==> src/rtl/sram_like_arbiter_if.sv <==
// sram_like_arbiter_if
// One SRAM-like channel. The arbiter uses three instances: the instruction
// and data channels on the CPU side, and the shared memory port.
//
// Signals:
//   req, wr, size, addr, wdata  request fields (driven by the requester)
//   addr_ok                     address-phase acceptance (driven by the responder)
//   data_ok, rdata              data-phase return (driven by the responder)
//
// Modports:
//   master  the requester side (drives the request fields)
//   slave   the responder side (drives the handshakes and read data)

interface sram_like_arbiter_if;

   logic        req;
   logic        wr;
   logic [1:0]  size;
   logic [31:0] addr;
   logic [31:0] wdata;
   logic        addr_ok;
   logic        data_ok;
   logic [31:0] rdata;

   modport master (
      output req, wr, size, addr, wdata,
      input  addr_ok, data_ok, rdata
   );

   modport slave (
      input  req, wr, size, addr, wdata,
      output addr_ok, data_ok, rdata
   );

endinterface

==> src/rtl/sram_like_arbiter.sv <==
// sram_like_arbiter
// Two-to-one arbiter between the instruction-fetch and data SRAM-like
// channels and one shared SRAM-like port. One requester is granted per
// address phase, and the grant is held until addr_ok. The owner of every
// accepted transaction goes into an in-order FIFO, and each returning
// data_ok/rdata is routed to that owner.
//
// Parameters:
//   MAX_OUTSTANDING  accepted-but-not-returned limit (1..4), owner FIFO depth
//
// Ports:
//   clk           clock, rising edge
//   reset         synchronous active-high reset
//   inst          instruction channel (slave side of the CPU's request)
//   data          data channel (slave side of the CPU's request)
//   mem           shared port toward memory / the AXI bridge (master side)
//   err_spurious  sticky flag: mem data_ok arrived with no outstanding owner
//
// Optional feature:
//   ARB_ROUND_ROBIN_EN  when defined, contention alternates between masters
//                       through a last_grant register. When undefined, data
//                       always wins over inst.

module sram_like_arbiter #(
   parameter int MAX_OUTSTANDING = 2
) (
   input  logic                  clk,
   input  logic                  reset,
   sram_like_arbiter_if.slave    inst,
   sram_like_arbiter_if.slave    data,
   sram_like_arbiter_if.master   mem,
   output logic                  err_spurious
);

   localparam int PTR_W = (MAX_OUTSTANDING > 1) ? $clog2(MAX_OUTSTANDING) : 1;
   localparam int CNT_W = PTR_W + 1;
   localparam int SLOTS = 1 << PTR_W;

   localparam logic [PTR_W-1:0] LAST_PTR = PTR_W'(MAX_OUTSTANDING - 1);
   localparam logic [CNT_W-1:0] FULL_CNT = CNT_W'(MAX_OUTSTANDING);

   // Owner encoding: 0 = inst, 1 = data.
   localparam logic OWNER_INST = 1'b0;
   localparam logic OWNER_DATA = 1'b1;

   typedef enum logic {
      LOCK_OPEN,
      LOCK_HELD
   } lockState_t;

   lockState_t        lockState_q, lockState_d;
   logic              grantSel_q, grantSel_d;
   logic [PTR_W-1:0]  wrPtr_q, wrPtr_d;
   logic [PTR_W-1:0]  rdPtr_q, rdPtr_d;
   logic [CNT_W-1:0]  count_q, count_d;
   logic              errSpurious_q, errSpurious_d;

   // The storage is rounded up to a power of two so that every pointer value
   // indexes a real entry. Pointers still wrap at MAX_OUTSTANDING, so the
   // extra entries are never used when the depth is not a power of two.
   logic [SLOTS-1:0]  ownerFifo_q;

   logic              grantSel;
   logic              selReq;
   logic              fifoEmpty;
   logic              fifoFull;
   logic              push;
   logic              pop;
   logic              headOwner;

`ifdef ARB_ROUND_ROBIN_EN
   logic              lastGrant_q, lastGrant_d;
`endif

   assign fifoEmpty = (count_q == '0);
   assign fifoFull  = (count_q == FULL_CNT);
   assign headOwner = ownerFifo_q[rdPtr_q];
   assign pop       = mem.data_ok && !fifoEmpty;
   assign push      = mem.req && mem.addr_ok;

   // Grant selection. While locked, the registered grant is reused, so the
   // request fields on mem stay stable until addr_ok. When nobody is
   // requesting, the previous grant is kept; mem.req is low in that case anyway.
   always_comb begin
      grantSel = grantSel_q;
      if (lockState_q == LOCK_HELD) begin
         grantSel = grantSel_q;
      end else if (inst.req && data.req) begin
`ifdef ARB_ROUND_ROBIN_EN
         grantSel = ~lastGrant_q;
`else
         grantSel = OWNER_DATA;
`endif
      end else if (data.req) begin
         grantSel = OWNER_DATA;
      end else if (inst.req) begin
         grantSel = OWNER_INST;
      end
   end

   // Shared port request mux and address-phase routing. A full FIFO blocks
   // issue unless a return in the same cycle frees the slot.
   always_comb begin
      selReq       = (grantSel == OWNER_DATA) ? data.req : inst.req;
      mem.req      = selReq && (!fifoFull || mem.data_ok);
      mem.wr       = (grantSel == OWNER_DATA) ? data.wr    : inst.wr;
      mem.size     = (grantSel == OWNER_DATA) ? data.size  : inst.size;
      mem.addr     = (grantSel == OWNER_DATA) ? data.addr  : inst.addr;
      mem.wdata    = (grantSel == OWNER_DATA) ? data.wdata : inst.wdata;
      inst.addr_ok = push && (grantSel == OWNER_INST);
      data.addr_ok = push && (grantSel == OWNER_DATA);
   end

   // Data-phase routing. Only the registered FIFO head decides the target,
   // so a return in the same cycle as an addr_ok goes to the older owner.
   // Read data is broadcast, and data_ok qualifies it.
   always_comb begin
      inst.data_ok = pop && (headOwner == OWNER_INST);
      data.data_ok = pop && (headOwner == OWNER_DATA);
      inst.rdata   = mem.rdata;
      data.rdata   = mem.rdata;
   end

   assign err_spurious = errSpurious_q;

   // Lock FSM. The lock is taken whenever a request is presented but not
   // accepted, and released by the acceptance.
   always_comb begin
      lockState_d = lockState_q;
      case (lockState_q)
         LOCK_OPEN: if (mem.req && !mem.addr_ok) lockState_d = LOCK_HELD;
         LOCK_HELD: if (mem.addr_ok)             lockState_d = LOCK_OPEN;
         default:                                lockState_d = LOCK_OPEN;
      endcase
   end

   // Next state for the grant, the FIFO pointers and count, and the sticky
   // error flag. A push and a pop in the same cycle leave the count unchanged.
   always_comb begin
      grantSel_d    = grantSel;
      wrPtr_d       = wrPtr_q;
      rdPtr_d       = rdPtr_q;
      count_d       = count_q;
      errSpurious_d = errSpurious_q;

      if (push) begin
         wrPtr_d = (wrPtr_q == LAST_PTR) ? '0 : wrPtr_q + 1'b1;
      end
      if (pop) begin
         rdPtr_d = (rdPtr_q == LAST_PTR) ? '0 : rdPtr_q + 1'b1;
      end
      case ({push, pop})
         2'b10:   count_d = count_q + 1'b1;
         2'b01:   count_d = count_q - 1'b1;
         default: count_d = count_q;
      endcase

      if (mem.data_ok && fifoEmpty) begin
         errSpurious_d = 1'b1;
      end
   end

`ifdef ARB_ROUND_ROBIN_EN
   // Remember the winner of every address handshake, so the other master
   // wins the next contention.
   always_comb begin
      lastGrant_d = lastGrant_q;
      if (push) lastGrant_d = grantSel;
   end
`endif

   // State registers. A reset discards any lock and any outstanding owners.
   always_ff @(posedge clk) begin
      if (reset) begin
         lockState_q   <= LOCK_OPEN;
         grantSel_q    <= OWNER_INST;
         wrPtr_q       <= '0;
         rdPtr_q       <= '0;
         count_q       <= '0;
         errSpurious_q <= 1'b0;
         ownerFifo_q   <= '0;
`ifdef ARB_ROUND_ROBIN_EN
         lastGrant_q   <= 1'b0;
`endif
      end else begin
         lockState_q   <= lockState_d;
         grantSel_q    <= grantSel_d;
         wrPtr_q       <= wrPtr_d;
         rdPtr_q       <= rdPtr_d;
         count_q       <= count_d;
         errSpurious_q <= errSpurious_d;
         if (push) begin
            ownerFifo_q[wrPtr_q] <= grantSel;
         end
`ifdef ARB_ROUND_ROBIN_EN
         lastGrant_q   <= lastGrant_d;
`endif
      end
   end

endmodule

==> src/flat_wrapper.sv <==
// flat-port wrapper written by rule: the top's interface ports become plain ports
module sram_like_arbiter_flat 
#(
   parameter int MAX_OUTSTANDING = 2
)
  (clk, reset, err_spurious, inst_req, inst_wr, inst_size, inst_addr, inst_wdata, inst_addr_ok, inst_data_ok, inst_rdata, data_req, data_wr, data_size, data_addr, data_wdata, data_addr_ok, data_data_ok, data_rdata, mem_req, mem_wr, mem_size, mem_addr, mem_wdata, mem_addr_ok, mem_data_ok, mem_rdata);
  sram_like_arbiter_if inst_i ();
  sram_like_arbiter_if data_i ();
  sram_like_arbiter_if mem_i ();
  input  logic clk;
  input  logic reset;
  output logic err_spurious;
  input wire logic [$bits(inst_i.req)-1:0] inst_req;
  input wire logic [$bits(inst_i.wr)-1:0] inst_wr;
  input wire logic [$bits(inst_i.size)-1:0] inst_size;
  input wire logic [$bits(inst_i.addr)-1:0] inst_addr;
  input wire logic [$bits(inst_i.wdata)-1:0] inst_wdata;
  output wire logic [$bits(inst_i.addr_ok)-1:0] inst_addr_ok;
  output wire logic [$bits(inst_i.data_ok)-1:0] inst_data_ok;
  output wire logic [$bits(inst_i.rdata)-1:0] inst_rdata;
  input wire logic [$bits(data_i.req)-1:0] data_req;
  input wire logic [$bits(data_i.wr)-1:0] data_wr;
  input wire logic [$bits(data_i.size)-1:0] data_size;
  input wire logic [$bits(data_i.addr)-1:0] data_addr;
  input wire logic [$bits(data_i.wdata)-1:0] data_wdata;
  output wire logic [$bits(data_i.addr_ok)-1:0] data_addr_ok;
  output wire logic [$bits(data_i.data_ok)-1:0] data_data_ok;
  output wire logic [$bits(data_i.rdata)-1:0] data_rdata;
  output wire logic [$bits(mem_i.req)-1:0] mem_req;
  output wire logic [$bits(mem_i.wr)-1:0] mem_wr;
  output wire logic [$bits(mem_i.size)-1:0] mem_size;
  output wire logic [$bits(mem_i.addr)-1:0] mem_addr;
  output wire logic [$bits(mem_i.wdata)-1:0] mem_wdata;
  input wire logic [$bits(mem_i.addr_ok)-1:0] mem_addr_ok;
  input wire logic [$bits(mem_i.data_ok)-1:0] mem_data_ok;
  input wire logic [$bits(mem_i.rdata)-1:0] mem_rdata;
  assign inst_i.req = inst_req;
  assign inst_i.wr = inst_wr;
  assign inst_i.size = inst_size;
  assign inst_i.addr = inst_addr;
  assign inst_i.wdata = inst_wdata;
  assign inst_addr_ok = inst_i.addr_ok;
  assign inst_data_ok = inst_i.data_ok;
  assign inst_rdata = inst_i.rdata;
  assign data_i.req = data_req;
  assign data_i.wr = data_wr;
  assign data_i.size = data_size;
  assign data_i.addr = data_addr;
  assign data_i.wdata = data_wdata;
  assign data_addr_ok = data_i.addr_ok;
  assign data_data_ok = data_i.data_ok;
  assign data_rdata = data_i.rdata;
  assign mem_req = mem_i.req;
  assign mem_wr = mem_i.wr;
  assign mem_size = mem_i.size;
  assign mem_addr = mem_i.addr;
  assign mem_wdata = mem_i.wdata;
  assign mem_i.addr_ok = mem_addr_ok;
  assign mem_i.data_ok = mem_data_ok;
  assign mem_i.rdata = mem_rdata;
  sram_like_arbiter #(.MAX_OUTSTANDING(MAX_OUTSTANDING)) u_core (.clk(clk), .reset(reset), .inst(inst_i), .data(data_i), .mem(mem_i), .err_spurious(err_spurious));
endmodule
==> config.mk <==
export PLATFORM = sky130hd
export DESIGN_NAME = sram_like_arbiter_flat
export DESIGN_NICKNAME = d
export VERILOG_FILES = /design/src/rtl/sram_like_arbiter_if.sv /design/src/rtl/sram_like_arbiter.sv /design/src/flat_wrapper.sv
export SDC_FILE = /design/constraint.sdc
export NUM_CORES = 1
export LEC_CHECK = 0
export BUFFER_PORTS_ARGS = -buffer_cell sky130_fd_sc_hd__buf_2
export CAP_MARGIN = 30
export CORE_AREA = 5 5 116 118
export DETAILED_ROUTE_END_ITERATION = 10
export DIE_AREA = 0 0 121 123
export MAX_ROUTING_LAYER = met4
export PLACE_DENSITY = 0.54
export SLEW_MARGIN = 20
export SYNTH_ARGS = -nofsm -noshare
export SYNTH_HDL_FRONTEND = slang
export SYNTH_SLANG_ARGS = --single-unit
==> constraint.sdc <==
create_clock -name clk -period 1.9 [get_ports clk]
set_input_delay 0 -clock clk [delete_from_list [all_inputs] [get_ports clk]]
set_output_delay 0 -clock clk [all_outputs]
set_load 0.03 [all_outputs]
Yosys cells after proc, flatten, opt, wreduce, memory -nomap -nowiden
Index checks and enable logic that the tools add are counted.
{ "totals": {"ff_bits": 9, "latch_bits": 0, "ramBits": 0, "rom_bits": 0, "in_bits": 172, "out_inout_bits": 137, "wordCells": 57, "memories": 0} }
{ "classes": {"add_sub_neg": 4, "multipliers": 0, "div": 0, "n_lt_le_gt_ge": 3, "n_eq_ne": 3, "shift": 0, "mux": 20, "n_bitwise": 3, "n_reduce_logical": 17} }
{ "ops": {"columns": ["operator", "count"], "rows": [
  ["$mux W32", 2],
  ["$mux W1", 13],
  ["$logic_and A1 B1 Y1", 11],
  ["$eq A2 B2 Y1 const B", 2],
  ["$lt A1 B2 Y1 const B", 2],
  ["$pmux W2 S2", 1],
  ["$logic_not A1 Y1", 3],
  ["$not A1 Y1", 3],
  ["$add A1 B1 Y1 const B", 2],
  ["$add A2 B1 Y2 const B", 1],
  ["$bwmux W2", 1],
  ["$eq A2 B1 Y1 const B", 1],
  ["$logic_not A2 Y1", 1],
  ["$mux W2", 1],
  ["$pmux W1 S2", 1],
  ["$reduce_bool A2 Y1", 1],
  ["$sub A2 B1 Y2 const B", 1],
  ["$demux W1 S1", 1],
  ["$ge A1 B1 Y1 const B", 1],
  ["$logic_or A1 B1 Y1", 1]
]} }

Depth between registers and ports, before layout
Gate-level depths: netlist of the first run.
{ "logic_depth": {"word_depth": 9, "mapped_depth": 7, "ltp_nobuf": 7} }

Least setup slack after synthesis of the first run
No wires, ideal clock.
{ "synth_timing": {"path_type": "register to register", "startpoint": "register u_core.count_q[0]", "endpoint": "register u_core.count_q[1]", "setup_time_ns": 0.071, "t_arrival_ns": 1.738, "t_required_ns": 1.829, "path_slack_ns": 0.091, "path_stages_with_launch": 7, "cell_sequence": "dfxtp_1 or3b_1 o221a_2 nand2_2 ha_1 or3_1 a21oi_1"} }
{ "synth_between": {"elab_chain_len": 7} }
{ "synth_rtl": {"columns": ["element", "line_no", "text"], "rows": [
  ["from (decl)", "sram_like_arbiter.sv:55", "logic [CNT_W-1:0] count_q, count_d;"],
  ["from (signal assigned)", "sram_like_arbiter.sv:190", "count_q <= count_d;"],
  ["$eq A2 B2 Y1 (*)", "sram_like_arbiter.sv:76", "assign fifoFull = (count_q == FULL_CNT);"],
  ["$logic_not A1 Y1 (*)", "sram_like_arbiter.sv:105", "mem.req = selReq && (!fifoFull || mem.data_ok);"],
  ["$logic_or A1 B1 Y1 (*)", "sram_like_arbiter.sv:105", null],
  ["$logic_and A1 B1 Y1 (*)", "sram_like_arbiter.sv:105", null],
  ["via mem_req", "flat_wrapper.sv:29", "output wire logic [$bits(mem_i.req)-1:0] mem_req;"],
  ["$logic_and A1 B1 Y1 (*)", "sram_like_arbiter.sv:79", "assign push = mem.req && mem.addr_ok;"],
  ["$eq A2 B1 Y1 or $eq A2 B2 Y1 (tied branches)", "sram_like_arbiter.sv:152", "case ({push, pop})"],
  ["$pmux W2 S2 or $reduce_bool A2 Y1 (tied branches)", null, null]
]} }
The timed path passes the listed nets; every way through them passes the cells marked *.
A chain may end at the register's enable or synchronous reset.

Worst setup path in the final report of the first run
{ "layout_timing": {"startpoint": "register u_core.count_q[0]", "endpoint": "register u_core.count_q[1]"} }
{ "layout_between": {"elab_chain_len": 7} }
{ "layout_rtl": {"columns": ["element", "line_no"], "rows": [
  ["$eq A2 B2 Y1", "sram_like_arbiter.sv:76"],
  ["$logic_not A1 Y1", "sram_like_arbiter.sv:105"],
  ["$logic_or A1 B1 Y1", "sram_like_arbiter.sv:105"],
  ["$logic_and A1 B1 Y1", "sram_like_arbiter.sv:105"],
  ["$logic_and A1 B1 Y1", "sram_like_arbiter.sv:79"],
  ["$eq A2 B1 Y1 or $eq A2 B2 Y1 (tied branches)", "sram_like_arbiter.sv:152"],
  ["$pmux W2 S2 or $reduce_bool A2 Y1 (tied branches)", null]
]} }
Parallel ways exist; a longest one is shown, timed or not.

==> summary.txt, run 1 <==
Run status
  • Status: completed

Run
  • Max Cap Viol: 0

Routing
  • Total wire length: 7690 um
  • First drt pass iteration count: 2
  • Vias: 1815
  • Drt drc: 0
  • Vias per cell: 3.59
  • Drt wl/cell: 15.2 um
  • Post-DRT Antenna Nets: 0
  • DR iter-0 viols: 46

Logic synthesis
  • Syn avg cell area: 9.36 um2
  • Syn Nets: 360
  • Library cells used by synthesis: 26
  • Area leader, netlist: mux2_2
  • Synthesized flop and latch total: 9
  • Sequential area share after synthesis: 10.3%
  • Yosys warns: 0
  • Cell count after synthesis: 187
  • Synth Flop Type: dfxtp_1
  • Post-synth EDFFs: 0
  • Ranking of synthesized cells by area: mux2_2 (45%), buf_4 (30%), dfxtp_1 (10%), nor2_1 (1.9%), nor2b_1 (1.8%)
  • Netlist Area Pre-Place: 1750 um2
  • Async SR Flop Fraction: 0%
  • Synth top area share: 45.0%

Placement
  • Post-DP HPWL: 6920 um
  • # port buffers: 212
  • Placed cell area: 2530 um2
  • Routability Congestion: 0.747
  • Setup WS pre-CTS: 0.0783 ns

Pwr
  • Leakage: 1.35 nW
  • Peak supply drop: 0.560 mV
  • Pwr dens: 671 nW/um2

Worst setup path
  • Slowest cell on crit path: or3b_1
  • CP arrival: 1.96 ns
  • Critical Path Start Type: register
  • CP top delay family: simple AND/OR/NAND/NOR gates
  • Reg2reg path depth: 6
  • Max stage delay on crit path: 0.39 ns
  • Setup crit end kind: register
  • Crit. path cell count: 6
  • Worst path buffer plus inverter count: 0
  • Worst endpoint required time: 2.06 ns
  • Critical path class: reg2reg
  • Cell Chain, Critical Path: or3b_1 > o221a_4 > nand2_2 > ha_1 > or3_1 > a21oi_1
  • Worst Path Max Fanout: 6

Clock network
  • Sink Count: 9
  • Post-CTS Hold Buffers: 0
  • Later-pin clock latency in the skew report: 0.24 ns
  • CTS clk-pin slew, worst paths: 0.04 ns
  • H-Tree Depth: 1
  • Clock Tree Buf Depth: 2
  • Setup bufs post-CTS: 0
  • Root buffer cell: clkbuf_16
  • CTS tree: yes
  • Post-CTS Resized: 0
  • CTS Buf Count: 3

Floorplanning
  • Core ar.: 12400 um2
  • Die X-Extent: 121 um
  • Die area: 14900 um2
  • Initial Utilization: 14.2%
  • Io pins: 309
  • Chip Height: 123 um
  • Row cnt: 41

Cells and area
  • # diodes: 0
  • Syn-to-layout area delta: 49.9%
  • Nets: 508
  • Layout cells sized above 1: 88.3%
  • Non-Filler Cell Area, Final: 2620 um2
  • Most frequent cells in the layout: buf_2 (212), mux2_2 (70), nor2_1 (9), dfxtp_1 (7), nor2b_1 (5)
  • Fillers: 1351
  • Commonest non-fill, non-tap cell in the layout: buf_2

Global route
  • GRT Total Usage: 9.27%
  • Largest net degree at the start of global routing: 37
  • GRT overflow: 0
  • Vias in the first global route: 1875
  • Global-route wire length before repair: 10400 um
  • Antenna violations before repair: 1

STA
  • # setup viols final: 0
  • Slew margin rel.: 84.2%
  • Actual slew at the worst max-slew pin: 0.234 ns
  • Max Transition Viols Final: 0
  • Final Hold Viols: 0
  • Setup ws final: 0.105 ns
  • Post-layout min period: 1.79 ns
  • RSZ-0062 raised after global routing: no
  • Fin crit share: 94.5%
  • Setup TNS: 0 ns
  • Tightest hold margin: 0.0000203 ns
  • Max Freq: 557 MHz
  • Clock skew: 0.00292 ns

Min path
  • Worst Hold Depth: 0
  • HP Class: in2out
==> cell usage after synthesis (2+ instances only) <==
| library cell | number |
|---|---|
| buf_4 | 70 |
| mux2_2 | 70 |
| dfxtp_1 | 9 |
| nor2_1 | 9 |
| nor2b_1 | 5 |
| a21oi_1 | 2 |
| o21ai_0 | 2 |
| xor2_1 | 2 |
==> sequential cells by signal (all words and copies together) (netlist names) <==
name,flops
u_core.count_q,2
u_core.ownerFifo_q,2
u_core.err_spurious,1
u_core.grantSel_q,1
u_core.lockState_q,1
u_core.rdPtr_q,1
u_core.wrPtr_q,1
==> power breakdown <==
group | total (W) | internal, W | leakage (nW) | switching, W
Sequential | 0.000271 | 0.000234 | 0.0749 | 0.0000369
Combinational | 0.00112 | 0.000473 | 1.24 | 0.000642
Clock | 0.000374 | 0.000281 | 0.0382 | 0.0000931
==> layout make-up <==
cell class	instances	area [um2]	area share (%)
Clock buffer	4	78.8	3.00
Inverter	1	3.75	0.143
Multi-Input combinational cell	105	1030	39.4
Sequential cell	9	183	6.96
Tap cell	172	215	8.20
Timing Repair Buffer	215	1110	42.3
==> final timing paths <==
| path | from | to | slack, ns |
|---|---|---|---|
| min reg2reg | u_core.err_spurious | u_core.err_spurious | 0.47 |
| max reg2reg | u_core.count_q[0] | u_core.count_q[1] | 0.11 |
| max | u_core.count_q[0] | u_core.count_q[1] | 0.11 |
| min | mem_rdata[26] | inst_rdata[26] | 0.00002 |
==> layer usage <==
metal	track usage (%)	up-vias	part of all wire, %
met2	16.6	146	51
met3	3.29	11	13
li1	-	870	-
met1	9.71	788	35
met4	2.41	0	1.3
met5	-	-	0
==> cell families after synthesis <==
family / Yosys count / share of synthesized area (%)
DFF: 9 / 10.3
buffers and inverters: 73 / 31.1
xor gates and xnor gates: 3 / 1.50
AOI/OAI and AO/OA: 7 / 3.36
adders and majority gates: 1 / 0.715
and+or+nand+nor: 23 / 7.43
muxes: 71 / 45.6
==> metrics by stage <==
stage          total power [W]  utilization, %  cells
3_5_place_dp           0.00139            20.5    502
4_1_cts                0.00178            21.1    506
2_1_floorplan          0.00128               -    187
5_1_grt                0.00187            21.2    506
6_report               0.00176            21.2    506
3_3_place_gp           0.00138            20.5    502
==> worst register-to-register path: stages (launching register included) <==
cell and delay [ns]:
dfxtp_2 0.33, or3b_1 0.39, o221a_4 0.15, nand2_2 0.10, ha_1 0.26, or3_1 0.35, a21oi_1 0.14
(Power assumes the default switching activity.)
==> inputs of run 2 (changes only) <==
ABC_AREA = 1   (was default)
CORE_AREA = 5 5 117 119   (was 5 5 116 118)
DIE_AREA = 0 0 122 124   (was 0 0 121 123)
PLACE_DENSITY = 0.53   (was 0.54)
==> run 2 against run 1 <==
Area after synthesis up 1.8%. Largest power group unchanged. Largest cell class unchanged. Cell area unchanged. Register-to-register slack better by 0.09 ns. Hold slack about the same. Setup slack better by 0.094 ns. Power down 2.0%. Global-route usage down 0.80 points. Highest routed layer unchanged.
==> summary.txt, run 2 <==
Logic synthesis
  • Library cells used by synthesis: 21
  • Syn Nets: 516
  • Most frequent cells after synthesis: nand2_1 (208), buf_4 (68), inv_1 (11), dfxtp_1 (9)
  • Count leader, synth: nand2_1
  • Synth Flop Type: dfxtp_1
  • Async SR Flop Fraction: 0%
  • Sequential area share after synthesis: 10.1%
  • Post-synth EDFFs: 0
  • Synth top area share: 43.8%
  • Synthesized flop and latch total: 9
  • Syn avg cell area: 5.19 um2
  • Yosys warns: 0
  • Cell count after synthesis: 343
  • Ranking of synthesized cells by area: nand2_1 (44%), buf_4 (29%), dfxtp_1 (10%), inv_1 (2.3%), buf_2 (2.2%)
  • Area leader, netlist: nand2_1
  • Netlist Area Pre-Place: 1780 um2

Clock network
  • Clock Tree Buf Depth: 2
  • Setup bufs post-CTS: 0
  • Root buffer cell: clkbuf_16
  • CTS tree: yes
  • CTS Buf Count: 3
  • Sink Count: 9
  • H-Tree Depth: 1
  • Later-pin clock latency in the skew report: 0.23 ns
  • CTS clk-pin slew, worst paths: 0.04 ns

STA
  • Setup TNS: 0 ns
  • Max Transition Viols Final: 0
  • Actual slew at the worst max-slew pin: 0.359 ns
  • # setup viols final: 0
  • Final Hold Viols: 0
  • Max Freq: 588 MHz
  • Fin crit share: 89.5%
  • Tightest hold margin: 0.0000164 ns
  • Slew margin rel.: 76.1%
  • Clock skew: 0.00157 ns
  • Post-layout min period: 1.70 ns
  • RSZ-0062 raised after global routing: no

Placement
  • Routability Congestion: 0.806
  • # port buffers: 212
  • Post-DP HPWL: 6290 um

Pwr
  • Leakage: 1.75 nW
  • Switching Share: 50.1%
  • Internal: 0.000861 W
  • Clk pwr share: 21.5%
  • Pwr dens: 658 nW/um2
  • Sequential power share: 13.6%
  • NetSw: 0.000865 W
  • Peak supply drop: 0.497 mV
  • Logic gate share of total power: 65.0%

Run
  • Max Cap Viol: 0

Floorplanning
  • Core ar.: 12500 um2
  • Io pins: 309
  • Row cnt: 41
  • Chip Height: 124 um
  • Die X-Extent: 122 um
  • Initial Utilization: 14.3%
  • Die area: 15100 um2

Routing
  • Vias: 2383
  • Vias per cell: 3.62
  • Drt wl/cell: 11.2 um
  • Post-DRT Antenna Nets: 0
  • Drt drc: 0
  • DR iter-0 viols: 105
  • Total wire length: 7390 um
  • First drt pass iteration count: 4

Run status
  • Status: completed

Global route
  • Global-route wire length before repair: 10100 um
  • Largest net degree at the start of global routing: 42
  • GRT overflow: 0
  • Antenna violations before repair: 0
  • Vias in the first global route: 2095
  • GRT Total Usage: 8.47%

Worst setup path
  • Setup crit end kind: register
  • Worst Path Max Fanout: 5
  • Slowest cell on crit path: dfxtp_1
  • CP arrival: 1.81 ns
  • Max stage delay on crit path: 0.34 ns
  • Cell Chain, Critical Path: inv_1 > nand3b_1 > nand2_1 > inv_1 > nand3_2 > ha_1 > a21oi_1 > o21ai_0 > o21ai_1 > a21oi_1
  • Worst endpoint required time: 2.01 ns
  • Critical path class: reg2reg
  • Critical Path Start Type: register

Cells and area
  • Syn-to-layout area delta: 47.3%
  • Most frequent cells in the layout: buf_2 (212), nand2_1 (208), inv_1 (11), dfxtp_1 (9), nor2_1 (8)
  • Layout cells sized above 1: 46.8%
  • # diodes: 0
  • Largest regs: u_core.count_q x2, u_core.ownerFifo_q x2
  • Fillers: 1499
  • Nets: 661
  • Commonest non-fill, non-tap cell in the layout: buf_2

Min path
  • HP Class: in2out
-- run 2: changes by cell type in the layout (fill, tap and decap cells not counted), moves of 3 or more --
cell     change
nand2_1    +208
mux2_2      -70
inv_1       +10
nor2b_1      -5
buf_4        +3
nand4_1      +3
o21ai_0      +3
-- run 2: logic make-up after synthesis --
group / after synthesis / synth area share (%)
adders and majority gates: 1 / 0.702
buffers and inverters: 91 / 34.9
DFF: 9 / 10.1
AOI/OAI and AO/OA: 12 / 3.58
and+or+nand+nor: 230 / 50.7
-- run 2: layout make-up --
cell class | count | area [um2] | share of cell area, %
clock buffer | 4 | 78.8 | 3.00
inverter | 13 | 48.8 | 1.86
multi-input combinational | 243 | 980 | 37.3
sequential | 9 | 180 | 6.87
tap | 172 | 215 | 8.20
timing repair buffer | 218 | 1120 | 42.7
-- run 2: worst paths after layout --
check,start,end,slack (ns),cells past startpoint
setup / recovery,u_core.count_q[0],u_core.count_q[1],0.20,10
hold / removal,mem_rdata[6],inst_rdata[6],0.00002,0
setup reg to reg,u_core.count_q[0],u_core.count_q[1],0.20,10
hold reg to reg,u_core.ownerFifo_q[1],u_core.ownerFifo_q[1],0.46,2
-- run 2: critical path: cells and delay by family (launching register included) --
kind | cells | cell delay, ns
compound gates | 4 | 0.44
flops | 1 | 0.34
fa+ha+maj | 1 | 0.33
simple gates | 3 | 0.31
buf+inv | 2 | 0.17
-- run 2: repair_timing --
item,in CTS,in global routing
hold buffers,1,0
setup endpoints to repair,0,1
resized for setup,0,1
endpoints found under the hold margin,1,0
-- run 2: power groups by stage --
| stage | Sequential [W] | Combinational [W] | Clock (W) |
|---|---|---|---|
| global route | 0.000237 | 0.00122 | 0.000389 |
| global placement | 0.000237 | 0.00113 | 0 |
| floorplan | 0.000240 | 0.000981 | 0 |
| finish | 0.000234 | 0.00112 | 0.000370 |
| detailed placement | 0.000237 | 0.00113 | 0 |
| CTS | 0.000234 | 0.00113 | 0.000380 |
-- run 2: routing by layer --
metal  global-route usage, %  vias up  part of all wire, %
met5                       -        -                    0
met4                    2.94        0                  2.9
met3                    3.32       25                   14
met2                    13.2      157                   44
met1                    9.96      946                   39
li1                        -     1255                    -
-- run 2: through the flow --
| stage | instances | utilization [%] | worst slack (ns) | total power [W] | cell area, um2 |
|---|---|---|---|---|---|
| finish | 659 | 21.0 | 0.199 | 0.00173 | 2620 |
| floorplan | 343 | - | 0.345 | 0.00122 | 1780 |
| global route | 659 | 21.0 | 0.0168 | 0.00185 | 2620 |
| detailed placement | 654 | 20.3 | 0.187 | 0.00137 | 2530 |
| global placement | 654 | 20.3 | 0.232 | 0.00137 | 2530 |
| CTS | 659 | 21.0 | 0.181 | 0.00175 | 2620 |
==> inputs of run 3 (changes only) <==
CAP_MARGIN = 10   (was 30)
CORE_AREA = 5 5 116 118   (was 5 5 117 119)
CTS_CLUSTER_DIAMETER = 40   (was default)
DIE_AREA = 0 0 121 123   (was 0 0 122 124)
PLACE_DENSITY = 0.54   (was 0.53)
clock period = 2.1 ns   (was 1.9 ns; I/O delays follow)
==> run 3 against run 2 <==
Sequential cell count did not move. Core utilization rose by 0.11 points. Highest routed layer unchanged. Die area fell by 1.6%. Clock power fell by 8.6%. Final cell count fell by 0.15%. Largest power group unchanged. Non-clock buffer count fell by 1. Critical endpoint is now mem_wdata[3].
==> summary.txt, run 3 (same netlist as run 2, synthesis figures left out) <==
Cells and area
  • Sequential cell area: 180 um2
  • Syn-to-layout area delta: 46.8%
  • Layout cells sized above 1: 46.7%
  • # diodes: 0
  • Commonest non-fill, non-tap cell in the layout: buf_2
  • Multi-input logic area: 980 um2
  • Fillers: 1451
  • Final core utilization: 21.2%
  • Most frequent cells in the layout: buf_2 (212), nand2_1 (208), inv_1 (11), dfxtp_1 (9), nor2_1 (8)
  • Nets: 660
  • Finished Layout Cells: 658
  • Non-Filler Cell Area, Final: 2620 um2
  • Largest regs: u_core.count_q x2, u_core.ownerFifo_q x2

STA
  • Max Transition Viols Final: 0
  • Post-layout min period: 1.84 ns
  • # setup viols final: 0
  • Clock skew: 0.00115 ns
  • Actual slew at the worst max-slew pin: 0.729 ns
  • Slew margin rel.: 51.4%
  • Fin crit share: 87.5%
  • Setup TNS: 0 ns
  • Max Freq: 544 MHz
  • RSZ-0062 raised after global routing: no
  • Final Hold Viols: 0

Clock network
  • Post-CTS Resized: 0
  • Root buffer cell: clkbuf_16
  • CTS Buf Count: 3
  • H-Tree Depth: 1
  • Setup bufs post-CTS: 0
  • Sink Count: 9
  • Later-pin clock latency in the skew report: 0.24 ns
  • Clock Tree Buf Depth: 2
  • CTS tree: yes
  • CTS clk-pin slew, worst paths: 0.04 ns

Routing
  • DR iter-0 viols: 67
  • First drt pass iteration count: 4
  • Drt drc: 0
  • Post-DRT Antenna Nets: 0
  • Drt wl/cell: 11.9 um
  • Vias per cell: 3.62
  • Vias: 2383
  • Total wire length: 7810 um

Global route
  • GRT overflow: 0
  • Largest net degree at the start of global routing: 69
  • Vias in the first global route: 2189
  • Antenna violations before repair: 0
  • GRT Total Usage: 9.37%
  • Global-route wire length before repair: 11100 um

Worst setup path
  • Max stage delay on crit path: 0.51 ns
  • Cell Chain, Critical Path: inv_2 > nand2_2 > nand2_2 > nand2_2 > buf_4 > nand2_1 > nand2_1 > buf_2
  • Worst R2R End: u_core.count_q[1]
  • Reg2reg path depth: 10
  • Worst reg2reg setup slack: 0.34 ns
  • Worst endpoint required time: 2.10 ns
  • CP arrival: 1.84 ns
  • Slowest cell on crit path: buf_4
  • Critical Path Start Type: register
  • Setup crit end kind: primary output
  • Critical Path Most Common Cell: nand2_2
  • Critical path class: reg2out
  • Reg-to-reg startpoint: u_core.count_q[0]
  • Worst Path Max Fanout: 68

Pwr
  • Leakage: 1.74 nW
  • Peak supply drop: 0.391 mV
  • Pwr dens: 599 nW/um2

Placement
  • Post-DP HPWL: 6550 um
  • Placed insts: 653
  • # port buffers: 212
  • Placed cell area: 2530 um2
  • Routability Congestion: 0.715

Floorplanning
  • Core ar.: 12400 um2
  • Initial Utilization: 14.4%
  • Die area: 14900 um2
  • Io pins: 309
  • Chip Height: 123 um
  • Die X-Extent: 121 um
  • Row cnt: 41

Min path
  • Worst Hold Depth: 0
  • Worst min-delay path startpoint: mem_rdata[6]
  • Hold EP: data_rdata[6]
  • HP Class: in2out

Run
  • Max Cap Viol: 0

Run status
  • Status: completed
[run 3: changes by cell type in the layout (fill, tap and decap cells not counted)]
cell	before	now
o21ai_1	1	0
o21ai_0	5	6
buf_4	4	3
[run 3: layout make-up]
class / count / share of cell area [%]
Timing Repair Buffer: 217 / 42.6
Multi-Input combinational cell: 243 / 37.4
Tap cell: 172 / 8.23
Sequential cell: 9 / 6.89
Clock buffer: 4 / 3.01
Inverter: 13 / 1.87
[run 3: metal layers]
metal | vias up | wire (um) | part of all wire (%) | global-route usage, %
met5 | - | 0 | 0 | -
met1 | 943 | 2950 | 38 | 10.3
li1 | 1251 | - | - | -
met3 | 25 | 1170 | 15 | 4.62
met2 | 164 | 3460 | 44 | 14.6
met4 | 0 | 241 | 3.1 | 3.61
[run 3: what timing repair did]
item	CTS	global route
hold buffers	1	0
endpoints found under the hold margin	1	0
endpoints found under the setup margin	0	0
[run 3: how the worst max path moves through the flow]
stage / start / to / slack (ns) / depth (start not counted)
after floorplan: u_core.count_q[0] / u_core.count_q[1] / 0.54 / 10
after global placement: u_core.count_q[0] / u_core.count_q[1] / 0.43 / 10
after detailed placement: u_core.count_q[0] / u_core.count_q[1] / 0.38 / 10
after CTS: u_core.lockState_q / mem_wr / 0.24 / 8
after global routing: u_core.lockState_q / mem_wdata[3] / 0.09 / 8
final: u_core.lockState_q / mem_wdata[3] / 0.26 / 8
[run 3: metrics by stage]
step	hold slack, ns	power (W)	worst slack, ns
after global routing	0.0000787	0.00169	0.0932
after floorplan	0.0715	0.00111	0.545
after detailed placement	0.000301	0.00124	0.379
after CTS	0.000301	0.00159	0.242
after global placement	0.000301	0.00125	0.426
final	0.0000145	0.00157	0.262
[run 3: worst max-delay path, delay by kind of cell (launching register included)]
| family | cells | cell delay, ns |
|---|---|---|
| buffers and inverters | 3 | 0.75 |
| and+or+nand+nor | 5 | 0.41 |
| DFF | 1 | 0.33 |
[run 3: where the power goes]
part / internal [W] / switching (W)
clock: 0.000254 / 0.0000837
sequential: 0.000196 / 0.0000151
combinational: 0.000327 / 0.000691
